[src/rtl/addsub_seq.sv]
// Byte-serial adder/subtractor: one 8-bit ripple-carry adder processes one
// operand byte per cycle, least significant byte first.
module addsub_seq #(
    parameter int NBYTE_MAX = 4
) (
    input  logic                   clk,
    input  logic                   rst_n,
    input  logic                   start,
    input  logic                   op,
    input  logic [1:0]             nbytes,
    input  logic [8*NBYTE_MAX-1:0] a,
    input  logic [8*NBYTE_MAX-1:0] b,
    output logic                   busy,
    output logic                   done,
    output logic [8*NBYTE_MAX-1:0] result,
    output logic                   carry_out,
    output logic                   overflow
);

    localparam int W = 8 * NBYTE_MAX;

    typedef enum logic [1:0] {
        ST_IDLE = 2'd0,
        ST_RUN  = 2'd1,
        ST_DONE = 2'd2
    } state_t;

    state_t         r_state;
    state_t         w_state_next;
    logic [W-1:0]   r_a;
    logic [W-1:0]   r_b;
    logic           r_op;
    logic [1:0]     r_nbytes;
    logic [1:0]     r_idx;
    logic           r_carry;
    logic [W-1:0]   r_acc;
    logic [W-1:0]   r_result;
    logic           r_cout;
    logic           r_ovf;

    logic [7:0]     w_x;
    logic [7:0]     w_y;
    logic [7:0]     w_sum;
    logic [8:0]     w_c;
    logic           w_last;
    logic [W-1:0]   w_acc_next;

    // Operand byte selection; subtract is a + ~b + 1 with the +1 as carry-in of byte 0.
    always_comb begin
        w_x    = r_a[{r_idx, 3'b000} +: 8];
        w_y    = r_op ? ~r_b[{r_idx, 3'b000} +: 8] : r_b[{r_idx, 3'b000} +: 8];
        w_c[0] = (r_idx == 2'd0) ? r_op : r_carry;
        w_last = (r_idx == r_nbytes);
    end

    for (genvar g = 0; g < 8; g++) begin : g_fa
        assign w_sum[g]  = w_x[g] ^ w_y[g] ^ w_c[g];
        assign w_c[g+1]  = (w_x[g] & w_y[g]) | (w_c[g] & (w_x[g] ^ w_y[g]));
    end

    always_comb begin
        w_acc_next                        = r_acc;
        w_acc_next[{r_idx, 3'b000} +: 8]  = w_sum;
    end

    always_ff @(posedge clk or negedge rst_n) begin
        if (!rst_n) r_state <= ST_IDLE;
        else        r_state <= w_state_next;
    end

    always_comb begin
        w_state_next = r_state;
        busy         = 1'b0;
        done         = 1'b0;
        case (r_state)
            ST_IDLE: if (start) w_state_next = ST_RUN;
            ST_RUN: begin
                busy = 1'b1;
                if (w_last) w_state_next = ST_DONE;
            end
            ST_DONE: begin
                busy         = 1'b1;
                done         = 1'b1;
                w_state_next = ST_IDLE;
            end
            default: w_state_next = ST_IDLE;
        endcase
    end

    // Partial sums build up in r_acc; visible outputs change only at completion.
    always_ff @(posedge clk or negedge rst_n) begin
        if (!rst_n) begin
            r_a      <= '0;
            r_b      <= '0;
            r_op     <= 1'b0;
            r_nbytes <= '0;
            r_idx    <= '0;
            r_carry  <= 1'b0;
            r_acc    <= '0;
            r_result <= '0;
            r_cout   <= 1'b0;
            r_ovf    <= 1'b0;
        end else begin
            case (r_state)
                ST_IDLE: if (start) begin
                    r_a      <= a;
                    r_b      <= b;
                    r_op     <= op;
                    r_nbytes <= nbytes;
                    r_idx    <= '0;
                    r_carry  <= 1'b0;
                    r_acc    <= '0;
                    r_result <= '0;
                    r_cout   <= 1'b0;
                    r_ovf    <= 1'b0;
                end
                ST_RUN: begin
                    r_acc   <= w_acc_next;
                    r_carry <= w_c[8];
                    r_idx   <= r_idx + 2'd1;
                    if (w_last) begin
                        r_result <= w_acc_next;
                        r_cout   <= w_c[8];
                        r_ovf    <= w_c[7] ^ w_c[8];
                    end
                end
                default: ;
            endcase
        end
    end

    assign result    = r_result;
    assign carry_out = r_cout;
    assign overflow  = r_ovf;

endmodule
[config.mk]
export PLATFORM = sky130hd
export DESIGN_NAME = addsub_seq
export DESIGN_NICKNAME = d
export VERILOG_FILES = /design/src/rtl/addsub_seq.sv
export SDC_FILE = /design/constraint.sdc
export NUM_CORES = 1
export LEC_CHECK = 0
export ABC_AREA = 1
export BUFFER_PORTS_ARGS = -buffer_cell sky130_fd_sc_hd__buf_2
export CORE_ASPECT_RATIO = 1.1
export CORE_UTILIZATION = 30
export DETAILED_ROUTE_END_ITERATION = 10
export PLACE_DENSITY = 0.56
export SLEW_MARGIN = 20
export SYNTH_ARGS = -nofsm -noshare
export SYNTH_HDL_FRONTEND = slang
export SYNTH_SLANG_ARGS = --single-unit
[constraint.sdc]
create_clock -name clk -period 5.9 [get_ports clk]
set_input_delay 1.18 -clock clk [delete_from_list [all_inputs] [get_ports clk]]
set_output_delay 1.18 -clock clk [all_outputs]
set_load 0.01 [all_outputs]
**After elaboration in Yosys (flattened, before gate mapping)**

Index checks and enable logic that the tools add are counted.
W data, S select, Z words.

- Shift-type cells: 4
- Muxes and demuxes: 20
- Equal/unequal tests: 5
- Reduce and logical (&&, ||, !) cells: 8
- Bitwise operators: 42
- Add/sub/neg operators: 2

Operators with widths:

| cell | count |
|---|---|
| $pmux W32 S2 | 2 |
| $mux W32 | 2 |
| $shiftx A32 B6 Y8 | 2 |
| $bwmux W32 | 1 |
| $shift A8 B7 Y32 const A | 1 |
| $shiftx A8 B7 Y32 | 1 |
| $xor A1 B1 Y1 | 17 |
| $and A1 B1 Y1 | 16 |
| $mux W8 | 1 |
| $not A8 Y8 | 1 |
| $or A1 B1 Y1 | 8 |
| $pmux W2 S2 | 2 |
| $neg A5 Y7 | 1 |
| $mux W1 | 6 |
| $mux W2 | 3 |
| $pmux W1 S2 | 3 |
| $reduce_and A2 Y1 | 3 |
| $logic_not A2 Y1 | 2 |
| $ne A2 B2 Y1 const B | 2 |
| $reduce_and A3 Y1 | 1 |
| $add A2 B1 Y2 const B | 1 |
| $eq A2 B1 Y1 const B | 1 |
| $eq A2 B2 Y1 | 1 |
| $eq A2 B2 Y1 const B | 1 |
| 2 further kinds | 2 |

- Word-level logic and storage cells: 92
- Input bits: 70
- Output and inout port bits: 36
- Flip-flop bits (word level): 138

**Longest topological paths before layout**

- Depth after elaboration: 23
- Gate-level depth with buffers: 24
- Mapped depth without buffers: 21

**Worst setup path after synthesis**

No wires, ideal clock.

- Path kind: flip-flop to flip-flop
- From: register r_idx[0]
- To: register r_result[23], in the netlist result[23]
- Arrival time: 5.060 ns
- Stages on the path, launching flop included: 23
- Clock period less this slack: 5.124 ns
- Setup time: 0.065 ns
- Buffers on the path: 3
- Setup slack: 0.776 ns
- Data required time: 5.835 ns
- Cell sequence: dfrtp_1 -> buf_4 -> inv_4 -> clkbuf_1 -> ha_1 -> clkbuf_1 -> o21ai_0 -> fa_1 -> fa_1 -> fa_1 -> fa_1 -> fa_1 -> inv_1 -> fa_1 -> inv_1 -> fa_1 -> inv_1 -> fa_1 -> nor2_1 -> nand2_1 -> a21oi_1 -> nand3_1 -> nand2_1

- Longest elaborated chain between the ends: 23

RTL lines:

| element | line | text |
|---|---|---|
| from (decl) | 34 | `logic [1:0] r_idx;` |
| from (signal assigned) | 120 | `r_idx <= r_idx + 2'd1;` |
| $shiftx A32 B6 Y8 | 51 | `w_y = r_op ? ~r_b[{r_idx, 3'b000} +: 8] : r_b[{r_idx, 3'b000} +: 8];` |
| $not A8 Y8 | 51 |  |
| $mux W8 | 51 |  |
| $xor A1 B1 Y1 | 57, 58 |  |
| $and A1 B1 Y1 | 58 | `assign w_c[g+1] = (w_x[g] & w_y[g]) \| (w_c[g] & (w_x[g] ^ w_y[g]));` |
| $or A1 B1 Y1 | 58 |  |
| $and A1 B1 Y1 | 58 |  |
| $or A1 B1 Y1 | 58 |  |
| [7 not listed] | n/a |  |
| $or A1 B1 Y1 | 58 |  |
| $and A1 B1 Y1 | 58 |  |
| $or A1 B1 Y1 | 58 |  |
| $xor A1 B1 Y1 | 57 | `assign w_sum[g] = w_x[g] ^ w_y[g] ^ w_c[g];` |
| $shiftx A8 B7 Y32 | 63 | `w_acc_next[{r_idx, 3'b000} +: 8] = w_sum;` |
| $bwmux W32 | 63 |  |
| $mux W32 | 121 | `if (w_last) begin` |
| $pmux W32 S2 | 104 | `case (r_state)` |
| to (signal assigned) | 122 | `r_result <= w_acc_next;` |
| to (decl) | 37 | `logic [W-1:0] r_result;` |

Several ways; a longest one is shown, not always the timed one. The select of a mux whose other input is x is not followed.
A chain may end at the register's enable or synchronous reset.

**Worst setup path after layout**

Same ends and word-level chain as after synthesis.

==> impl_metrics.json <==
{
  "setup_tns_ns": 0,
  "clockBufferDepth": 2,
  "die_y_um": 162,
  "grt.overflow.total": 0,
  "viasPerCell": 4.63,
  "dieArea_um2": 23800,
  "finalCoreUtilization": 0.360,
  "fin_nets": 1059,
  "crit_path_end_kind": "flip-flop",
  "synth_warnings": 0,
  "outcome": "completed",
  "rsz0062_at_grt": "false",
  "start_util": 0.305,
  "drive_gt1_frac": 0.157,
  "yosys-top-cells-area": "dfrtp_1 (50%), nand2_1 (24%), nand3_1 (5.5%)",
  "nFillCells": 2484,
  "ys_types": 25,
  "start_kind": "flip-flop",
  "drt_pass1_iterations": 5,
  "tightest_slew_ns": 0.932,
  "grt_pass1_wl_um": 30500,
  "root_buffer": "clkbuf_16",
  "grtUsageMet1": 0.224,
  "synth.avg_cell_area_um2": 7.76,
  "dpl_cell_area_um2": 7610,
  "cp.arrival_ns": 5.52,
  "internal_power_uw": 2700,
  "hold_viol_final": 0,
  "holdWs_ns": 0.472,
  "irDropWorstVdd_mv": 0.395,
  "min_path_type": "reg2reg",
  "ios": 106,
  "synth_nets": 981,
  "diodes": 0,
  "grt-busiest-layer": "met2",
  "netlist_instances": 895,
  "cp.required_ns": 6.26,
  "use_met3": 0.0359,
  "wl_um": 18500,
  "drc": 0,
  "yosysSeqAreaShare": 0.497,
  "dominantRegCellSynth": "dfrtp_1",
  "drt-initial-drc-count": 421,
  "numCtsBuffers": 17,
  "grt_pass1_vias": 5747,
  "numPortBuffers": 105,
  "num_rows": 58,
  "grtUsageTotal": 0.165,
  "cts_tree": "yes",
  "synth_top_area_share": 0.497,
  "drv_cap": 0,
  "p_leak_uw": 0.00451,
  "core_um2": 22800,
  "synth-edff-count": 0,
  "setup_viol": 0,
  "ant_nets": 0,
  "skew_ns": 0.0190,
  "dp_hpwl_um": 12500,
  "cts_setup_buffers": 0,
  "power.share.clock": 0.218,
  "clk_pin_slew_ns": 0.06,
  "power_frac_comb": 0.482,
  "maxSlewViolCount": 0,
  "path_max_fanout": 54,
  "syn_area_um2": 6950,
  "async_reset_ff_frac": 1.00,
  "p_seq_frac": 0.300,
  "area_delta_synth_final_pct": 18.0,
  "numClockSinks": 138,
  "fmax_mhz": 194,
  "dp_slack_ns": 0.783,
  "switching_share": 0.455,
  "gp_congestion": 0.764,
  "grt_max_degree": 98,
  "grtUsageMet2": 0.259,
  "relSlewSlack": 0.378,
  "yosys.area.top_type": "dfrtp_1",
  "path_class": "reg2reg",
  "wl_per_cell_um": 14.4,
  "grt_antenna_before_repair": 0,
  "final.min_clock_period_ns": 5.16,
  "htree_num_levels": 4,
  "ys_seq_elements": 138,
  "power_density_nw_per_um2": 605,
  "insertion_delay_ns": 0.44,
  "die_w_um": 147,
  "fin_crit_sh": 0.875,
  "power.switching_uw": 2260,
  "hold_buffers": 0,
  "worst_slack_ns": 0.740,
  "cts_resized": 0,
  "final_cell_area_um2": 8200,
  "vias": 5953
}
[critical path: stages (launching register included)]
cell and delay [ns]:
dfrtp_1 0.39, buf_4 0.46, nand2_1 0.11, nand3_1 0.11
nand2_1 0.06, xor2_1 0.15, fa_1 0.41, fa_1 0.38
fa_1 0.39, fa_1 0.39, fa_1 0.36, inv_1 0.08
fa_1 0.17, inv_1 0.05, fa_1 0.35, inv_1 0.11
fa_1 0.43, nor2_1 0.20, nand2_1 0.09, a21oi_1 0.17
nand3_1 0.09, nand2_1 0.08
[cell type report]
type | count | area, µm² | area share
sequential | 138 | 3450 | 0.421
clock buffer | 24 | 472 | 0.0575
timing repair buffer | 113 | 592 | 0.0722
inverter | 39 | 149 | 0.0182
tap | 300 | 375 | 0.0458
clock inverter | 7 | 116 | 0.0142
multi-input combinational | 664 | 3040 | 0.371
[path summary, 6_finish.rpt]
kind / start / endpoint / slack (ns) / depth (start not counted)
max in group asynchronous: rst_n / r_acc[6]$_DFFE_PN0P_ / 3.92 / 2
worst min register to register: result[10]$_DFFE_PN0P_ / result[10]$_DFFE_PN0P_ / 0.47 / 2
worst max register to register: r_idx[0]$_DFFE_PN0P_ / result[23]$_DFFE_PN0P_ / 0.74 / 21
worst max-delay path: r_idx[0]$_DFFE_PN0P_ / result[23]$_DFFE_PN0P_ / 0.74 / 21
min in group asynchronous: rst_n / r_acc[3]$_DFFE_PN0P_ / 0.84 / 1
worst min-delay path: result[10]$_DFFE_PN0P_ / result[10]$_DFFE_PN0P_ / 0.47 / 2
[kinds of logic (layout without fill, tap and decap cells)]
| logic type | Yosys count | count (layout) | synth area share |
|---|---|---|---|
| AO/OA/AOI/OAI | 62 | 62 | 0.0506 |
| XOR/XNOR | 8 | 8 | 0.0101 |
| adder cells (fa/ha/maj) | 16 | 16 | 0.0375 |
| buffers and inverters | 93 | 183 | 0.0661 |
| flip-flops | 138 | 138 | 0.497 |
| AND/OR/NAND/NOR | 578 | 578 | 0.339 |
[power by group through the flow]
| stage | combinational (µW) | sequential, µW | clock [µW] |
|---|---|---|---|
| after detailed placement | 2400 | 1500 | 0 |
| final | 2390 | 1490 | 1080 |
| after global routing | 2720 | 1530 | 1140 |
| after floorplan | 1810 | 1440 | 0 |
| after global placement | 2370 | 1510 | 0 |
| after CTS | 2410 | 1490 | 1100 |
[cells in the mapped netlist, drive strengths merged, types with 9 or more instances]
library cell and number:
a21oi 9, dfrtp 138, nand4 24, nand3 77
inv 39, buf 46, nand2 439, o21ai 39
nor2 37
[cells in the final DEF (no fill, tap or decap), drive strengths merged, types with 9 or more instances in the layout]
cell,n
nand4,24
o21ai,39
inv,39
nor2,37
buf,113
dfrtp,138
nand3,77
clkbuf,24
nand2,439
a21oi,9
[flip-flops by register name, indices dropped and copies added, names as in the netlist]
register and count:
r_state 2, r_carry 1, result 32, overflow 1, r_acc 32, r_nbytes 2
r_a 32, carry_out 1, r_b 32, r_idx 2, r_op 1
[metrics by stage]
step	std cells	power, µW
finish	1285	4960
global route	1285	5390
CTS	1285	5000
detailed placement	1254	3910
global placement	1254	3880
floorplan	895	3240
[metal layers]
layer,part of all wire,vias to the layer above
li1,-,2984
met3,0.044,23
met1,0.47,2802
met2,0.47,144
met5,0,-
met4,0.014,0
(Power assumes the default switching activity.)
